## config.mk

```make
export PLATFORM = sky130hd
export DESIGN_NAME = csi2_pkt_handler_flat
export DESIGN_NICKNAME = d
export VERILOG_FILES = /design/src/rtl/csi2_pkt_handler_pkg.sv /design/src/rtl/csi2_pkt_handler_if.sv /design/src/rtl/csi2_pkt_handler_crc16.sv /design/src/rtl/csi2_pkt_handler.sv /design/src/flat_wrapper.sv
export SDC_FILE = /design/constraint.sdc
export NUM_CORES = 1
export LEC_CHECK = 0
export BUFFER_PORTS_ARGS = -buffer_cell sky130_fd_sc_hd__buf_2
export CORE_MARGIN = 3
export CORE_UTILIZATION = 55
export DETAILED_ROUTE_END_ITERATION = 8
export PLACE_DENSITY_LB_ADDON = 0.05
export SETUP_SLACK_MARGIN = 0.2
export SYNTH_ARGS = -nofsm -noshare
export SYNTH_HDL_FRONTEND = slang
export SYNTH_SLANG_ARGS = --single-unit
```

## constraint.sdc

```tcl
create_clock -name clk_i -period 7.7 [get_ports clk_i]
set_clock_uncertainty 0.1 [all_clocks]
set_input_delay 1.54 -clock clk_i [delete_from_list [all_inputs] [get_ports clk_i]]
set_output_delay 1.54 -clock clk_i [all_outputs]
set_load 0.02 [all_outputs]
```

## src/rtl/csi2_pkt_handler_pkg.sv

```systemverilog
// Shared types and constants for the CSI-2 packet handler: FSM states,
// data-type codes, CRC parameters and header field positions.
package csi2_pkt_pkg;

  typedef enum logic [1:0] {
    ST_IDLE,
    ST_PAYLOAD,
    ST_CRC_TAIL,
    ST_DONE
  } state_e;

  localparam logic [5:0] DT_FS = 6'h00;
  localparam logic [5:0] DT_FE = 6'h01;
  localparam logic [5:0] DT_LS = 6'h02;
  localparam logic [5:0] DT_LE = 6'h03;

  localparam logic [15:0] CRC_INIT = 16'hFFFF;
  localparam logic [15:0] CRC_POLY = 16'h8408;

  localparam int HDR_DT_LSB  = 0;
  localparam int HDR_DT_MSB  = 5;
  localparam int HDR_VC_LSB  = 6;
  localparam int HDR_VC_MSB  = 7;
  localparam int HDR_WC_LSB  = 8;
  localparam int HDR_WC_MSB  = 23;
  localparam int HDR_ECC_LSB = 24;
  localparam int HDR_ECC_MSB = 31;

  // Contiguous byte-enable mask for the given number of low-order bytes.
  function automatic logic [3:0] keep_mask(input logic [2:0] nbytes);
    case (nbytes)
      3'd0:    return 4'b0000;
      3'd1:    return 4'b0001;
      3'd2:    return 4'b0011;
      3'd3:    return 4'b0111;
      default: return 4'b1111;
    endcase
  endfunction

endpackage

```

## src/rtl/csi2_pkt_handler_if.sv

```systemverilog
// Word stream from the header ECC decoder into the packet handler.
interface csi2_pkt_handler_if;
  logic        valid;
  logic [31:0] data;
  logic        error;
  logic        error_corrected;

  modport master (output valid, data, error, error_corrected);
  modport slave  (input  valid, data, error, error_corrected);
endinterface

```

## src/rtl/csi2_pkt_handler_crc16.sv

```systemverilog
// Combinational CSI-2 CRC-16 update over up to four bytes, LSB byte first,
// only bytes whose keep bit is set are folded in.
module csi2_crc16
  import csi2_pkt_pkg::*;
(
  input  logic [15:0] crc_in,
  input  logic [31:0] data,
  input  logic [3:0]  keep,
  output logic [15:0] crc_out
);

  always_comb begin
    logic [15:0] c;
    c = crc_in;
    for (int b = 0; b < 4; b++) begin
      if (keep[b]) begin
        c = c ^ {8'h00, data[8*b +: 8]};
        for (int i = 0; i < 8; i++) begin
          c = c[0] ? ((c >> 1) ^ CRC_POLY) : (c >> 1);
        end
      end
    end
    crc_out = c;
  end

endmodule

```

## src/rtl/csi2_pkt_handler.sv

```systemverilog
// CSI-2 packet handler: splits short/long packets, emits payload with keep/last,
// checks the CRC-16 footer and pulses pkt_done for upstream re-arm.
//   state       | meaning
//   ST_IDLE     | waiting for a packet header word
//   ST_PAYLOAD  | long packet payload words (last one may carry the footer)
//   ST_CRC_TAIL | one word holding the remaining footer bytes
//   ST_DONE     | pkt_done pulse, input discarded
module csi2_pkt_handler
  import csi2_pkt_pkg::*;
#(
  parameter bit         CRC_EN       = 1'b1,
  parameter logic [5:0] SHORT_DT_MAX = 6'h0F
) (
  input  logic                      clk_i,
  input  logic                      rst_i,
  csi2_pkt_handler_if.slave         dec_if,
  output logic                      pkt_done_o,
  output logic                      sp_valid_o,
  output logic [5:0]                sp_dt_o,
  output logic [1:0]                sp_vc_o,
  output logic [15:0]               sp_data_o,
  output logic                      pkt_valid_o,
  output logic [31:0]               pkt_data_o,
  output logic [3:0]                pkt_keep_o,
  output logic                      pkt_last_o,
  output logic [5:0]                pkt_dt_o,
  output logic [1:0]                pkt_vc_o,
  output logic                      crc_valid_o,
  output logic                      crc_err_o,
  output logic                      header_err_o,
  output logic                      ecc_corr_o
);

  state_e      state_q, state_d;
  logic [15:0] bytes_left_q, bytes_left_d;
  logic [14:0] words_left_q, words_left_d;
  logic [15:0] crc_q, crc_d;
  logic [7:0]  crc_lo_q, crc_lo_d;
  logic        crc_split_q, crc_split_d;

  logic        pkt_done_q, pkt_done_d;
  logic        sp_valid_q, sp_valid_d;
  logic [5:0]  sp_dt_q, sp_dt_d;
  logic [1:0]  sp_vc_q, sp_vc_d;
  logic [15:0] sp_data_q, sp_data_d;
  logic        pkt_valid_q, pkt_valid_d;
  logic [31:0] pkt_data_q, pkt_data_d;
  logic [3:0]  pkt_keep_q, pkt_keep_d;
  logic        pkt_last_q, pkt_last_d;
  logic [5:0]  pkt_dt_q, pkt_dt_d;
  logic [1:0]  pkt_vc_q, pkt_vc_d;
  logic        crc_valid_q, crc_valid_d;
  logic        crc_err_q, crc_err_d;
  logic        header_err_q, header_err_d;
  logic        ecc_corr_q, ecc_corr_d;

  logic [5:0]  hdr_dt;
  logic [1:0]  hdr_vc;
  logic [15:0] hdr_wc;
  logic [2:0]  nb;
  logic [3:0]  pay_keep;
  logic [15:0] crc_next;
  logic [15:0] rx_crc_pay;
  logic [15:0] rx_crc_tail;

  assign hdr_dt = dec_if.data[HDR_DT_MSB:HDR_DT_LSB];
  assign hdr_vc = dec_if.data[HDR_VC_MSB:HDR_VC_LSB];
  assign hdr_wc = dec_if.data[HDR_WC_MSB:HDR_WC_LSB];

  assign nb       = (bytes_left_q >= 16'd4) ? 3'd4 : bytes_left_q[2:0];
  assign pay_keep = keep_mask(nb);

  // Footer starts right after the payload bytes of the word.
  always_comb begin
    case (nb)
      3'd0:    rx_crc_pay = dec_if.data[15:0];
      3'd1:    rx_crc_pay = dec_if.data[23:8];
      default: rx_crc_pay = dec_if.data[31:16];
    endcase
  end

  assign rx_crc_tail = crc_split_q ? {dec_if.data[7:0], crc_lo_q} : dec_if.data[15:0];

  csi2_crc16 u_crc (
    .crc_in  (crc_q),
    .data    (dec_if.data),
    .keep    (pay_keep),
    .crc_out (crc_next)
  );

  always_comb begin
    state_d      = state_q;
    bytes_left_d = bytes_left_q;
    words_left_d = words_left_q;
    crc_d        = crc_q;
    crc_lo_d     = crc_lo_q;
    crc_split_d  = crc_split_q;
    pkt_done_d   = 1'b0;
    sp_valid_d   = 1'b0;
    sp_dt_d      = sp_dt_q;
    sp_vc_d      = sp_vc_q;
    sp_data_d    = sp_data_q;
    pkt_valid_d  = 1'b0;
    pkt_data_d   = pkt_data_q;
    pkt_keep_d   = 4'b0000;
    pkt_last_d   = 1'b0;
    pkt_dt_d     = pkt_dt_q;
    pkt_vc_d     = pkt_vc_q;
    crc_valid_d  = 1'b0;
    crc_err_d    = 1'b0;
    header_err_d = 1'b0;
    ecc_corr_d   = 1'b0;

    unique case (state_q)
      ST_IDLE: begin
        if (dec_if.valid) begin
          state_d = ST_DONE;
          if (dec_if.error && !dec_if.error_corrected) begin
            header_err_d = 1'b1;
          end else begin
            ecc_corr_d = dec_if.error_corrected;
            if (hdr_dt <= SHORT_DT_MAX) begin
              sp_valid_d = 1'b1;
              sp_dt_d    = hdr_dt;
              sp_vc_d    = hdr_vc;
              sp_data_d  = hdr_wc;
            end else begin
              state_d      = ST_PAYLOAD;
              pkt_dt_d     = hdr_dt;
              pkt_vc_d     = hdr_vc;
              bytes_left_d = hdr_wc;
              words_left_d = 15'(({1'b0, hdr_wc} + 17'd5) >> 2);
              crc_d        = CRC_INIT;
              crc_split_d  = 1'b0;
            end
          end
        end
      end
      ST_PAYLOAD: begin
        if (dec_if.valid) begin
          pkt_valid_d  = (nb != 3'd0);
          pkt_data_d   = dec_if.data;
          pkt_keep_d   = pay_keep;
          pkt_last_d   = (nb != 3'd0) && (bytes_left_q <= 16'd4);
          crc_d        = crc_next;
          bytes_left_d = bytes_left_q - 16'(nb);
          words_left_d = words_left_q - 15'd1;
          if (words_left_q == 15'd1) begin
            state_d     = ST_DONE;
            crc_valid_d = CRC_EN;
            crc_err_d   = CRC_EN && (rx_crc_pay != crc_next);
          end else if (bytes_left_q <= 16'd4) begin
            // WC mod 4 == 3 leaves the low CRC byte in byte 3 of this word.
            state_d     = ST_CRC_TAIL;
            crc_split_d = (nb == 3'd3);
            crc_lo_d    = dec_if.data[31:24];
          end
        end
      end
      ST_CRC_TAIL: begin
        if (dec_if.valid) begin
          state_d     = ST_DONE;
          crc_valid_d = CRC_EN;
          crc_err_d   = CRC_EN && (rx_crc_tail != crc_q);
        end
      end
      ST_DONE: begin
        pkt_done_d = 1'b1;
        state_d    = ST_IDLE;
      end
      default: state_d = ST_IDLE;
    endcase
  end

  always_ff @(posedge clk_i) begin
    if (rst_i) begin
      state_q      <= ST_IDLE;
      bytes_left_q <= '0;
      words_left_q <= '0;
      crc_q        <= CRC_INIT;
      crc_lo_q     <= '0;
      crc_split_q  <= 1'b0;
      pkt_done_q   <= 1'b0;
      sp_valid_q   <= 1'b0;
      sp_dt_q      <= '0;
      sp_vc_q      <= '0;
      sp_data_q    <= '0;
      pkt_valid_q  <= 1'b0;
      pkt_data_q   <= '0;
      pkt_keep_q   <= '0;
      pkt_last_q   <= 1'b0;
      pkt_dt_q     <= '0;
      pkt_vc_q     <= '0;
      crc_valid_q  <= 1'b0;
      crc_err_q    <= 1'b0;
      header_err_q <= 1'b0;
      ecc_corr_q   <= 1'b0;
    end else begin
      state_q      <= state_d;
      bytes_left_q <= bytes_left_d;
      words_left_q <= words_left_d;
      crc_q        <= crc_d;
      crc_lo_q     <= crc_lo_d;
      crc_split_q  <= crc_split_d;
      pkt_done_q   <= pkt_done_d;
      sp_valid_q   <= sp_valid_d;
      sp_dt_q      <= sp_dt_d;
      sp_vc_q      <= sp_vc_d;
      sp_data_q    <= sp_data_d;
      pkt_valid_q  <= pkt_valid_d;
      pkt_data_q   <= pkt_data_d;
      pkt_keep_q   <= pkt_keep_d;
      pkt_last_q   <= pkt_last_d;
      pkt_dt_q     <= pkt_dt_d;
      pkt_vc_q     <= pkt_vc_d;
      crc_valid_q  <= crc_valid_d;
      crc_err_q    <= crc_err_d;
      header_err_q <= header_err_d;
      ecc_corr_q   <= ecc_corr_d;
    end
  end

  assign pkt_done_o   = pkt_done_q;
  assign sp_valid_o   = sp_valid_q;
  assign sp_dt_o      = sp_dt_q;
  assign sp_vc_o      = sp_vc_q;
  assign sp_data_o    = sp_data_q;
  assign pkt_valid_o  = pkt_valid_q;
  assign pkt_data_o   = pkt_data_q;
  assign pkt_keep_o   = pkt_keep_q;
  assign pkt_last_o   = pkt_last_q;
  assign pkt_dt_o     = pkt_dt_q;
  assign pkt_vc_o     = pkt_vc_q;
  assign crc_valid_o  = crc_valid_q;
  assign crc_err_o    = crc_err_q;
  assign header_err_o = header_err_q;
  assign ecc_corr_o   = ecc_corr_q;

endmodule

```

## src/flat_wrapper.sv

```systemverilog
// flat-port wrapper written by rule: the top's interface ports become plain ports
module csi2_pkt_handler_flat import csi2_pkt_pkg::*;
#(
  parameter bit         CRC_EN       = 1'b1,
  parameter logic [5:0] SHORT_DT_MAX = 6'h0F
)
  (clk_i, rst_i, pkt_done_o, sp_valid_o, sp_dt_o, sp_vc_o, sp_data_o, pkt_valid_o, pkt_data_o, pkt_keep_o, pkt_last_o, pkt_dt_o, pkt_vc_o, crc_valid_o, crc_err_o, header_err_o, ecc_corr_o, dec_if_valid, dec_if_data, dec_if_error, dec_if_error_corrected);
  csi2_pkt_handler_if dec_if_i ();
  input  logic clk_i;
  input  logic rst_i;
  output logic pkt_done_o;
  output logic sp_valid_o;
  output logic [5:0] sp_dt_o;
  output logic [1:0] sp_vc_o;
  output logic [15:0] sp_data_o;
  output logic pkt_valid_o;
  output logic [31:0] pkt_data_o;
  output logic [3:0] pkt_keep_o;
  output logic pkt_last_o;
  output logic [5:0] pkt_dt_o;
  output logic [1:0] pkt_vc_o;
  output logic crc_valid_o;
  output logic crc_err_o;
  output logic header_err_o;
  output logic ecc_corr_o;
  input wire logic [$bits(dec_if_i.valid)-1:0] dec_if_valid;
  input wire logic [$bits(dec_if_i.data)-1:0] dec_if_data;
  input wire logic [$bits(dec_if_i.error)-1:0] dec_if_error;
  input wire logic [$bits(dec_if_i.error_corrected)-1:0] dec_if_error_corrected;
  assign dec_if_i.valid = dec_if_valid;
  assign dec_if_i.data = dec_if_data;
  assign dec_if_i.error = dec_if_error;
  assign dec_if_i.error_corrected = dec_if_error_corrected;
  csi2_pkt_handler #(.CRC_EN(CRC_EN), .SHORT_DT_MAX(SHORT_DT_MAX)) u_core (.clk_i(clk_i), .rst_i(rst_i), .dec_if(dec_if_i), .pkt_done_o(pkt_done_o), .sp_valid_o(sp_valid_o), .sp_dt_o(sp_dt_o), .sp_vc_o(sp_vc_o), .sp_data_o(sp_data_o), .pkt_valid_o(pkt_valid_o), .pkt_data_o(pkt_data_o), .pkt_keep_o(pkt_keep_o), .pkt_last_o(pkt_last_o), .pkt_dt_o(pkt_dt_o), .pkt_vc_o(pkt_vc_o), .crc_valid_o(crc_valid_o), .crc_err_o(crc_err_o), .header_err_o(header_err_o), .ecc_corr_o(ecc_corr_o));
endmodule
```

==> key figures <==
Logic synthesis
  – Mapped cell area: 9610 sq um
  – Synth unique cells: 75
  – Seq cells post-synth: 134
  – Sequential-to-total area share from yosys stat: 0.279
  – Mapped Cells: 1242
  – FFs w/ async S/R, synth: 0
  – Number of synthesized flops with an enable pin: 0
  – Synth warn: 0
  – Synth Flop Type: dfxtp_1
  – Syn_area_per_cell: 7.74 sq um
  – Syn Nets: 1286

STA
  – Slew @ Worst Pin: 0.995 ns
  – Setup-failing EPs final: 0
  – Final hold vios: 0
  – Fin Setup TNS: 0 ns
  – Worst slew margin: 0.334
  – Fmax achieved: 167 MHz
  – Tcrit/Tclk final: 0.779
  – Slew Limit Fails: 0
  – RSZ-0062 raised after global routing: false
  – Hold Slack: 0.351 ns
  – Tmin final: 6.00 ns

Detailed routing
  – DRC: 0
  – Routed Antenna Nets: 0
  – Via count: 9403
  – Post-DR vias/cell: 6.19
  – DR pass1 iterations: 5
  – Wire per inst: 22.5 um
  – Drt total wl: 34100 um
  – Drt first-iter violations: 1109

Floorplan
  – Row cnt: 47
  – Die ar.: 19100 sq um
  – Die span in x: 138 um
  – CORE AREA: 16800 sq um
  – Initial core utilization: 0.572
  – Die H: 138 um
  – Ports: 113

Clocking
  – Clock transition at the registers of the reported paths: 0.07 ns
  – Post-CTS Setup Inserts: 0
  – Cts repair resizes: 0
  – Max H-tree Level: 4
  – CTS root buf: clkbuf_16
  – CTS sink cnt: 134
  – Bufs on Longest Clock Path: 2
  – Skew-Pair Late Insertion Delay: 0.43 ns
  – CTS Hold Buffers Added: 0
  – CTS Buf Count: 17
  – TritonCTS clock tree: done

Worst setup path
  – Critical path type: reg2reg
  – CP endpoint: u_core.crc_err_o$_SDFF_PP0_
  – Critical path startpoint category: register
  – Crit-path cells: nor4_2 -> and4_1 -> nand2_1 -> a21oi_1 -> xnor2_1 -> o21ai_0 -> mux2i_1 -> xor2_2 -> xnor3_1 -> xor2_1 -> o2bb2ai_1 -> a221oi_1 -> and3b_1 -> and4_1 -> a21oi_1
  – CP bufs+invs: 0
  – Crit-path slowest cell: and4_1
  – Critical R2R Launch: u_core.bytes_left_q[11]$_SDFFE_PP0P_
  – Setup crit end kind: register
  – Crit path DAT: 6.20 ns
  – R2R setup slack: 1.70 ns
  – Worst r2r path cells: 15
  – R2R Path End: u_core.crc_err_o$_SDFF_PP0_
  – CP Launch Point: u_core.bytes_left_q[11]$_SDFFE_PP0P_
  – Critical path depth: 15
  – WP data required: 7.90 ns
  – Critical path's top delay family: simple AND/OR/NAND/NOR gates
  – Crit Path Max Fanout: 19
  – Crit-path max cell delay: 0.85 ns

Final layout
  – Core Util, Final: 0.642
  – Most frequent cells in the layout: nand2_1 (212), dfxtp_1 (134), a21oi_1 (125)
  – Final nets: 1328
  – Area Overhead vs Synth: 12.3%
  – Share of cells above drive strength 1: 0.145
  – Final instance area: 10800 sq um
  – Commonest non-fill, non-tap cell in the layout: nand2_1

Global routing
  – Initial antenna violation count: 2
  – Pin count of the biggest net entering global routing: 83
  – Global-route wire length before repair: 51500 um
  – Overall Global Routing Usage: 0.344
  – Number of global-route vias before repair: 8372
  – GRT overflow: 0

Job
  – Max-cap violations: 0

Min path
  – Hold WC Path Type: reg2reg
  – Worst hold start: u_core.pkt_data_o[18]$_SDFFE_PP0P_

Place
  – Port Buffers: 112
  – GP Congestion: 1.01
  – Post-DP Area: 10200 sq um
  – DPL Wire Length: 23500 um

Run status
  – Outcome: completed
flip-flops by register name (all words and copies together) (netlist names):
| signal | cells |
|---|---|
| u_core.sp_dt_o | 6 |
| u_core.pkt_done_o | 1 |
| u_core.pkt_dt_o | 6 |
| u_core.pkt_vc_o | 2 |
| u_core.words_left_q | 15 |
| u_core.crc_valid_o | 1 |
| u_core.crc_q | 16 |
| u_core.header_err_o | 1 |
| u_core.pkt_keep_o | 4 |
| u_core.pkt_data_o | 32 |
| u_core.state_q | 2 |
| u_core.pkt_valid_o | 1 |
| u_core.sp_vc_o | 2 |
| u_core.crc_split_q | 1 |
| u_core.sp_data_o | 16 |
| u_core.crc_err_o | 1 |
| u_core.ecc_corr_o | 1 |
| u_core.sp_valid_o | 1 |
| u_core.crc_lo_q | 8 |
| u_core.bytes_left_q | 16 |
| u_core.pkt_last_o | 1 |
worst reg2reg max path, stage by stage, from the launching register on:
cell and delay (ns):
dfxtp_1 0.35, nor4_2 0.56, and4_1 0.85, nand2_1 0.61
a21oi_1 0.41, xnor2_1 0.11, o21ai_0 0.57, mux2i_1 0.55
xor2_2 0.36, xnor3_1 0.32, xor2_1 0.18, o2bb2ai_1 0.17
a221oi_1 0.30, and3b_1 0.19, and4_1 0.19, a21oi_1 0.06
metal layers:
metal | share of wire | wire length (um) | up-vias | global-route usage
met5 | 0.00038 | 13 | - | 0
met4 | 0.038 | 1290 | 2 | 0.137
met3 | 0.11 | 3590 | 93 | 0.101
met2 | 0.43 | 14600 | 499 | 0.498
met1 | 0.43 | 14600 | 4408 | 0.484
li1 | - | - | 4401 | -
area by class of cell:
class                           instances  area (sq um)
Antenna cell                            2          5.00
Clock buffer                           18           439
Clock inverter                         13           171
Fill cell                            1532          6030
Inverter                               16          60.1
Multi-Input combinational cell        988          6480
Sequential cell                       134          2680
Tap cell                              220           275
Timing Repair Buffer                  127           676
synth_stat cells (all sizes together) (2+ instances only):
master | count | area, sq um
nand2 | 212 | 796
dfxtp | 134 | 2680
a21oi | 127 | 647
xnor2 | 108 | 1020
nor2 | 99 | 374
clkbuf | 90 | 338
o21ai | 64 | 320
xor2 | 52 | 470
mux2i | 43 | 434
nor3 | 30 | 150
a211oi | 26 | 195
nand3 | 25 | 125
nor4 | 23 | 178
o211ai | 20 | 150
xnor3 | 19 | 430
inv | 16 | 60.1
buf | 14 | 68.8
nand2b | 11 | 68.8
nand4 | 8 | 50.1
nor3b | 8 | 60.1
o22ai | 8 | 50.1
ha | 7 | 87.6
o31ai | 7 | 66.3
and2 | 6 | 37.5
and3 | 6 | 37.5
a221o | 5 | 50.1
a221oi | 5 | 43.8
a22oi | 5 | 37.5
and4 | 5 | 43.8
o2111ai | 5 | 43.8
or3 | 5 | 31.3
xor3 | 4 | 95.1
a211o | 3 | 26.3
a31oi | 3 | 18.8
mux2 | 3 | 33.8
nand3b | 3 | 22.5
nor2b | 3 | 18.8
o32ai | 3 | 26.3
o21a | 2 | 15.0
o21bai | 2 | 15.0
or2 | 2 | 12.5
or4 | 2 | 15.0
worst min path at each step:
stage	endpoint	slack [ns]	depth (start not counted)
2_1_floorplan	u_core.words_left_q[14]$_SDFFE_PP0P_	0.35	2
3_3_place_gp	u_core.pkt_data_o[11]$_SDFFE_PP0P_	0.34	2
3_5_place_dp	u_core.pkt_data_o[17]$_SDFFE_PP0P_	0.34	2
4_1_cts	u_core.sp_data_o[5]$_SDFFE_PP0P_	0.35	2
5_1_grt	u_core.sp_dt_o[1]$_SDFFE_PP0P_	0.37	2
6_report	u_core.pkt_data_o[18]$_SDFFE_PP0P_	0.35	2
metrics by stage:
step	cells	setup WS, ns
5_1_grt	1516	1.31
6_report	1518	1.70
3_5_place_dp	1485	1.38
2_1_floorplan	1242	1.93
4_1_cts	1516	1.81
3_3_place_gp	1485	1.45
cells by family after synthesis:
group                    synth area share
AO/OA/AOI/OAI                       0.190
XOR/XNOR                            0.210
adder cells (fa/ha/maj)           0.00911
buffers and inverters              0.0485
flip-flops                          0.279
multiplexers                       0.0487
other                            0.000390
AND/OR/NAND/NOR                     0.214
Power is left out: the tool's default activity adds up to more than one toggle a clock period on the data nets, which glitch-free logic cannot reach.
